`config.mk`:
```
export PLATFORM = sky130hd
export DESIGN_NAME = iomem_decoder
export DESIGN_NICKNAME = d
export VERILOG_FILES = /design/src/rtl/iomem_decoder.sv
export SDC_FILE = /design/constraint.sdc
export NUM_CORES = 1
export LEC_CHECK = 0
export ABC_CLOCK_PERIOD_IN_PS = 2000
export BUFFER_PORTS_ARGS = -buffer_cell sky130_fd_sc_hd__buf_2
export CAP_MARGIN = 30
export CORE_AREA = 2 2 109 164
export DETAILED_ROUTE_END_ITERATION = 10
export DIE_AREA = 0 0 111 166
export PLACE_DENSITY = 0.57
export REMOVE_ABC_BUFFERS = 1
export SYNTH_ARGS = -nofsm -noshare
export SYNTH_HDL_FRONTEND = slang
export SYNTH_SLANG_ARGS = --single-unit
```
`constraint.sdc`:
```
create_clock -name clk -period 2 [get_ports clk]
set_input_delay 0.6 -clock clk [delete_from_list [all_inputs] [get_ports clk]]
set_output_delay 0.6 -clock clk [all_outputs]
set_load 0.03 [all_outputs]
```
`src/rtl/iomem_decoder.sv`:
```
// iomem_decoder: registered address decoder between the picosoc iomem bus
// and up to NUM_SLOTS memory-mapped peripheral slots.
//
// Each CPU request is latched and forwarded to exactly one slot, chosen by
// address. The decoder then waits for that slot's ready pulse and answers
// the CPU with a single-cycle iomem_ready. An access outside the decoded
// window is answered at once with zero data and sets a sticky error flag.
//
// Optional feature macro: IOMEM_DECODER_TIMEOUT_EN
//   Defined     : a 16-bit REQ-cycle counter aborts an access to a silent
//                 slot after TIMEOUT cycles. The CPU receives 32'hFFFF_FFFF
//                 and err_timeout is set.
//   Not defined : REQ waits for the slot indefinitely, no counter is built,
//                 and err_timeout is tied low.

module iomem_decoder #(
    parameter int          NUM_SLOTS  = 4,
    parameter logic [31:0] BASE_ADDR  = 32'h0200_0000,
    parameter int          SLOT_SHIFT = 8,
    parameter int          TIMEOUT    = 255
) (
    input  logic                      clk,
    input  logic                      resetn,
    input  logic                      iomem_valid,
    input  logic [3:0]                iomem_wstrb,
    input  logic [31:0]               iomem_addr,
    input  logic [31:0]               iomem_wdata,
    output logic [31:0]               iomem_rdata,
    output logic                      iomem_ready,
    output logic [NUM_SLOTS-1:0]      slot_valid,
    output logic [3:0]                slot_wstrb,
    output logic [31:0]               slot_addr,
    output logic [31:0]               slot_wdata,
    input  logic [32*NUM_SLOTS-1:0]   slot_rdata,
    input  logic [NUM_SLOTS-1:0]      slot_ready,
    input  logic                      err_clear,
    output logic                      err_unmapped,
    output logic                      err_timeout
);

    // Slot index width; a single-slot decoder still uses one index bit.
    localparam int IDXW    = (NUM_SLOTS > 1) ? $clog2(NUM_SLOTS) : 1;
    // Address bits at and above this position must match BASE_ADDR.
    localparam int TAG_LSB = SLOT_SHIFT + IDXW;

    typedef enum logic [1:0] {
        ST_IDLE = 2'd0,
        ST_REQ  = 2'd1,
        ST_RESP = 2'd2
    } state_e;

    state_e                 state_q,      state_d;
    logic [NUM_SLOTS-1:0]   slot_valid_q, slot_valid_d;
    logic [31:0]            addr_q,       addr_d;
    logic [31:0]            wdata_q,      wdata_d;
    logic [3:0]             wstrb_q,      wstrb_d;
    logic [31:0]            rdata_q,      rdata_d;
    logic                   ready_q,      ready_d;
    logic                   err_unm_q,    err_unm_d;

`ifdef IOMEM_DECODER_TIMEOUT_EN
    // Counter value at which the current REQ cycle is the last one allowed.
    localparam logic [15:0] TO_LAST = 16'(TIMEOUT - 1);

    logic [15:0]            cnt_q,        cnt_d;
    logic                   err_to_q,     err_to_d;
`endif

    // Decode of the incoming CPU address.
    logic [IDXW-1:0]        req_idx_s;
    logic                   tag_match_s;
    logic                   idx_in_range_s;
    logic                   hit_s;
    logic [NUM_SLOTS-1:0]   req_onehot_s;

    // Response from the slot currently being served.
    logic                   sel_ready_s;
    logic [31:0]            sel_rdata_s;

    assign req_idx_s      = iomem_addr[SLOT_SHIFT +: IDXW];
    assign tag_match_s    = ((iomem_addr >> TAG_LSB) == (BASE_ADDR >> TAG_LSB));
    assign idx_in_range_s = (32'(req_idx_s) < 32'(NUM_SLOTS));
    assign hit_s          = tag_match_s && idx_in_range_s;

    // One-hot slot request built from the decoded index.
    always_comb begin
        req_onehot_s = '0;
        for (int k = 0; k < NUM_SLOTS; k++) begin
            req_onehot_s[k] = (req_idx_s == IDXW'(k));
        end
    end

    // Pick the served slot's ready and data. slot_valid_q is one-hot while
    // in REQ, so masking with it ignores every unselected slot.
    always_comb begin
        sel_ready_s = |(slot_ready & slot_valid_q);
        sel_rdata_s = 32'h0000_0000;
        for (int k = 0; k < NUM_SLOTS; k++) begin
            sel_rdata_s = sel_rdata_s | (slot_rdata[32*k +: 32] & {32{slot_valid_q[k]}});
        end
    end

    // Next-state and next-output computation for the decoder FSM.
    always_comb begin
        state_d      = state_q;
        slot_valid_d = slot_valid_q;
        addr_d       = addr_q;
        wdata_d      = wdata_q;
        wstrb_d      = wstrb_q;
        rdata_d      = rdata_q;
        ready_d      = ready_q;
`ifdef IOMEM_DECODER_TIMEOUT_EN
        cnt_d        = cnt_q;
`endif

        // A clear request is applied first so that a new error set below wins.
        if (err_clear) begin
            err_unm_d = 1'b0;
        end else begin
            err_unm_d = err_unm_q;
        end
`ifdef IOMEM_DECODER_TIMEOUT_EN
        if (err_clear) begin
            err_to_d = 1'b0;
        end else begin
            err_to_d = err_to_q;
        end
`endif

        case (state_q)
            ST_IDLE: begin
                if (iomem_valid && !ready_q) begin
                    addr_d  = iomem_addr;
                    wdata_d = iomem_wdata;
                    wstrb_d = iomem_wstrb;
                    if (hit_s) begin
                        slot_valid_d = req_onehot_s;
`ifdef IOMEM_DECODER_TIMEOUT_EN
                        cnt_d        = 16'h0000;
`endif
                        state_d      = ST_REQ;
                    end else begin
                        // Unmapped: answer immediately so the CPU never stalls.
                        rdata_d   = 32'h0000_0000;
                        err_unm_d = 1'b1;
                        ready_d   = 1'b1;
                        state_d   = ST_RESP;
                    end
                end else begin
                    state_d = ST_IDLE;
                end
            end

            ST_REQ: begin
                if (sel_ready_s) begin
                    // Drop slot_valid on the edge that samples ready, so the
                    // peripheral cannot see the access a second time.
                    rdata_d      = sel_rdata_s;
                    slot_valid_d = '0;
                    ready_d      = 1'b1;
                    state_d      = ST_RESP;
                end else begin
`ifdef IOMEM_DECODER_TIMEOUT_EN
                    if (cnt_q == TO_LAST) begin
                        rdata_d      = 32'hFFFF_FFFF;
                        slot_valid_d = '0;
                        err_to_d     = 1'b1;
                        ready_d      = 1'b1;
                        cnt_d        = cnt_q + 16'h0001;
                        state_d      = ST_RESP;
                    end else begin
                        cnt_d   = cnt_q + 16'h0001;
                        state_d = ST_REQ;
                    end
`else
                    state_d = ST_REQ;
`endif
                end
            end

            ST_RESP: begin
                ready_d = 1'b0;
                state_d = ST_IDLE;
            end

            default: begin
                slot_valid_d = '0;
                ready_d      = 1'b0;
                state_d      = ST_IDLE;
            end
        endcase
    end

    // State and output registers with synchronous active-low reset.
    always_ff @(posedge clk) begin
        if (!resetn) begin
            state_q      <= ST_IDLE;
            slot_valid_q <= '0;
            addr_q       <= 32'h0000_0000;
            wdata_q      <= 32'h0000_0000;
            wstrb_q      <= 4'h0;
            rdata_q      <= 32'h0000_0000;
            ready_q      <= 1'b0;
            err_unm_q    <= 1'b0;
`ifdef IOMEM_DECODER_TIMEOUT_EN
            cnt_q        <= 16'h0000;
            err_to_q     <= 1'b0;
`endif
        end else begin
            state_q      <= state_d;
            slot_valid_q <= slot_valid_d;
            addr_q       <= addr_d;
            wdata_q      <= wdata_d;
            wstrb_q      <= wstrb_d;
            rdata_q      <= rdata_d;
            ready_q      <= ready_d;
            err_unm_q    <= err_unm_d;
`ifdef IOMEM_DECODER_TIMEOUT_EN
            cnt_q        <= cnt_d;
            err_to_q     <= err_to_d;
`endif
        end
    end

    assign iomem_rdata  = rdata_q;
    assign iomem_ready  = ready_q;
    assign slot_valid   = slot_valid_q;
    assign slot_addr    = addr_q;
    assign slot_wdata   = wdata_q;
    assign slot_wstrb   = wstrb_q;
    assign err_unmapped = err_unm_q;
`ifdef IOMEM_DECODER_TIMEOUT_EN
    assign err_timeout  = err_to_q;
`else
    assign err_timeout  = 1'b0;
`endif

endmodule

```
==> summary.md <==
| Metric | Value |
|---|---|
| Syn Inst Count | approximately 570 |
| Net Sw Frac | 0.293 |
| H-Tree Level Count | 3 |
| Fin crit period | ~1.9 ns |
| Max Slew Vio Count | 0 |
| Final setup violation count | 0 |
| Netlist cell types | 33 |
| Worst Hold End | iomem_rdata[1] |
| Design Area, Final | between 0.007 and 0.008 mm^2 |
| Fmax | 516 MHz |
| I/O Buffers | between 300 and 400 |
| Pwr dens | 704 mW/mm^2 |
| Flop pwr share | 0.466 |
| Area grow syn2layout | 44.4% |
| Class of the worst hold path | flop to flop |
| Number of global-route vias before repair | between 4000 and 5000 |
| Core ar. | between 0.015 and 0.02 mm^2 |
| Clk_lat worst skew | ~0.35 ns |
| R2R Setup Slk | just over 0.4 ns |
| Fin Clk Skew | 0.0121 ns |
| Antenna violations before repair | 2 |
| Wire per inst | about 14 um |
| Setup slack at placement | -0.337 ns |
| Clk slew on worst S/H paths | 0.07 ns |
| Setup ws final | between 0.06 and 0.07 ns |
| DRT Wirelength | 15300 um |
| Initial Util | 0.285 |
| RR Startpoint | slot_valid[2] |
| # DRC | 0 |
| Peak VDD IR | 0.554 mV |
| Leakage | ~0.0032 uW |
| Worst R2R Path Depth | 6 |
| Commonest register cell after synthesis | dfxtp_1 |
| Outcome | complete, no violations |
| Die Area | around 0.018 mm^2 |
| DR pass1 iterations | 4 |
| Gpl congestion | slightly below 0.8 |
| HP Start | iomem_rdata[1] |
| Post-route ant nets | 0 |
| Post-synth EDFFs | 0 |
| CP Capture Type | output pin |
| Syn avg cell area | ~8.5 um^2 |
| Setup bufs post-CTS | 0 |
| Sequential area share after synthesis | 0.445 |
| Clock root buffer | clkbuf_16 |
| Global route overflow | 0 |
| Clock network power share | 0.351 |
| Inserted Clock Buffers | 9 |
| Die X | 111 um |
| Hold buffers post-CTS | 0 |
| Worst R2R End | iomem_rdata[21] |
| Post-synthesis instance area | between 0.004 and 0.005 mm^2 |
| Fin crit share | 0.970 |
| Post_cts resized | 0 |
| Dpl cell area | 0.00672 mm^2 |
| Crit Path Class | flop to output pin |
| Sequential standard cell area | approximately 0.0022 mm^2 |
| # fillers | ~1800 |
| Multi-input logic area | 0.00248 mm^2 |
| RSZ-0062 raised after global routing | false |
| First DRT Iteration DRCs | 166 |
| Pint | 3490 uW |
| HPWL Detailed | around 12000 um |
| WP data arrival | approximately 1.3 ns |
| Max Cap Violations | 0 |
| Final Hold Fails | 0 |
| Layout cells sized above 1 | 0.408 |
| Clock Path Buffers | 2 |
| Largest net degree at the start of global routing | between 60 and 70 |
| CP Max Fanout | 34 |
| Required @ worst endpoint | 1.40 ns |
| # IOs | just over 300 |
| Commonest non-fill, non-tap cell in the layout | buf_2 |
| Global-route wire length before repair | around 24000 um |
| Sw power | between 1000 and 1500 uW |
| CTS tree | done |
| Total track usage | 0.159 |
| Detailed-route via count | 5043 |
| Synth Register Bits | about 110 |
| Die height | approximately 170 um |
| Clock sink count | 108 |
| Fin nets | 1069 |
| Post-synthesis async set-or-reset flop share | 0 |
| Most frequent cells in the layout | 309 x buf_2, 176 x nand2_1, 108 x dfxtp_1 |
| Via/cell ratio | between 4 and 5 |
| Combinational share of power | 0.183 |
| Crit start category | flop |
| Yosys warning count | 0 |
| Hold depth | 2 |
| Rows | 59 |
-- cell type report --
type / instances / area share
clock inverter: 7 / 0.00767
sequential: 108 / 0.308
clock buffer: 9 / 0.0321
tap: 213 / 0.0380
multi-input combinational: 407 / 0.353
antenna: 1 / 0.000357
inverter: 3 / 0.00161
timing repair buffer: 336 / 0.258
-- per-stage QoR --
stage,utilization,hold slack [ns],power (uW),cells,setup TNS [ns]
finish,0.411,0.453,4930,1084,0
global route,0.411,0.476,5190,1084,0
CTS,0.411,0.456,5050,1083,0
detailed placement,0.394,0.444,3270,1067,-12.49
global placement,0.394,0.438,3260,1067,-11.70
floorplan,-,0.512,2790,518,-118.06
-- Yosys cell counts (all sizes together), types with 2 or more instances --
master / count / area share
nand3: 3 / 0.0031
clkbuf: 39 / 0.030
nor4b: 2 / 0.0067
nor2: 4 / 0.0031
nor4: 4 / 0.0052
a22oi: 67 / 0.10
inv: 3 / 0.0023
mux2i: 36 / 0.074
a21oi: 2 / 0.0028
nand2: 176 / 0.14
buf: 11 / 0.015
dfxtp: 108 / 0.45
a21o: 32 / 0.049
a21boi: 68 / 0.11
-- sequential cells by signal (all words and copies together) (netlist names) --
register      count
slot_wstrb        4
state_q           2
err_unmapped      1
iomem_rdata      32
slot_addr        32
iomem_ready       1
slot_wdata       32
slot_valid        4
-- metal layers --
layer / vias up / track usage / routed length (um)
li1: 2557 / - / -
met1: 2263 / 0.176 / 6060
met2: 204 / 0.291 / 7800
met3: 17 / 0.0438 / 1100
met4: 2 / 0.0505 / 309
met5: - / 0 / 7
-- power groups by stage --
stage	Combinational [uW]	Sequential, uW	Clock, uW
floorplan	252	2540	0
global placement	916	2350	0
detailed placement	918	2350	0
CTS	919	2300	1830
global route	987	2310	1890
finish	905	2300	1730
-- how the worst max path moves through the flow --
stage	cells past startpoint	start	endpoint
global placement	9	iomem_addr[19]	iomem_rdata[15]
global route	2	slot_valid[3]	slot_valid[3]
CTS	9	iomem_addr[19]	iomem_rdata[11]
finish	2	slot_valid[3]	slot_valid[3]
detailed placement	9	iomem_addr[19]	iomem_rdata[11]
floorplan	4	iomem_valid	iomem_rdata[0]
-- worst max-delay path, stage by stage (launching register included) --
cell and delay (ns):
dfxtp_1 0.36, buf_4 0.36, buf_2 0.27
-- cell families after synthesis --
kind of cell / synth area share
other: 0.000772
AO/OA/AOI/OAI: 0.268
AND/OR/NAND/NOR: 0.164
multiplexers: 0.0742
buffers and inverters: 0.0474
flip-flops: 0.445
No activity file was read; power rests on OpenSTA's default activity.
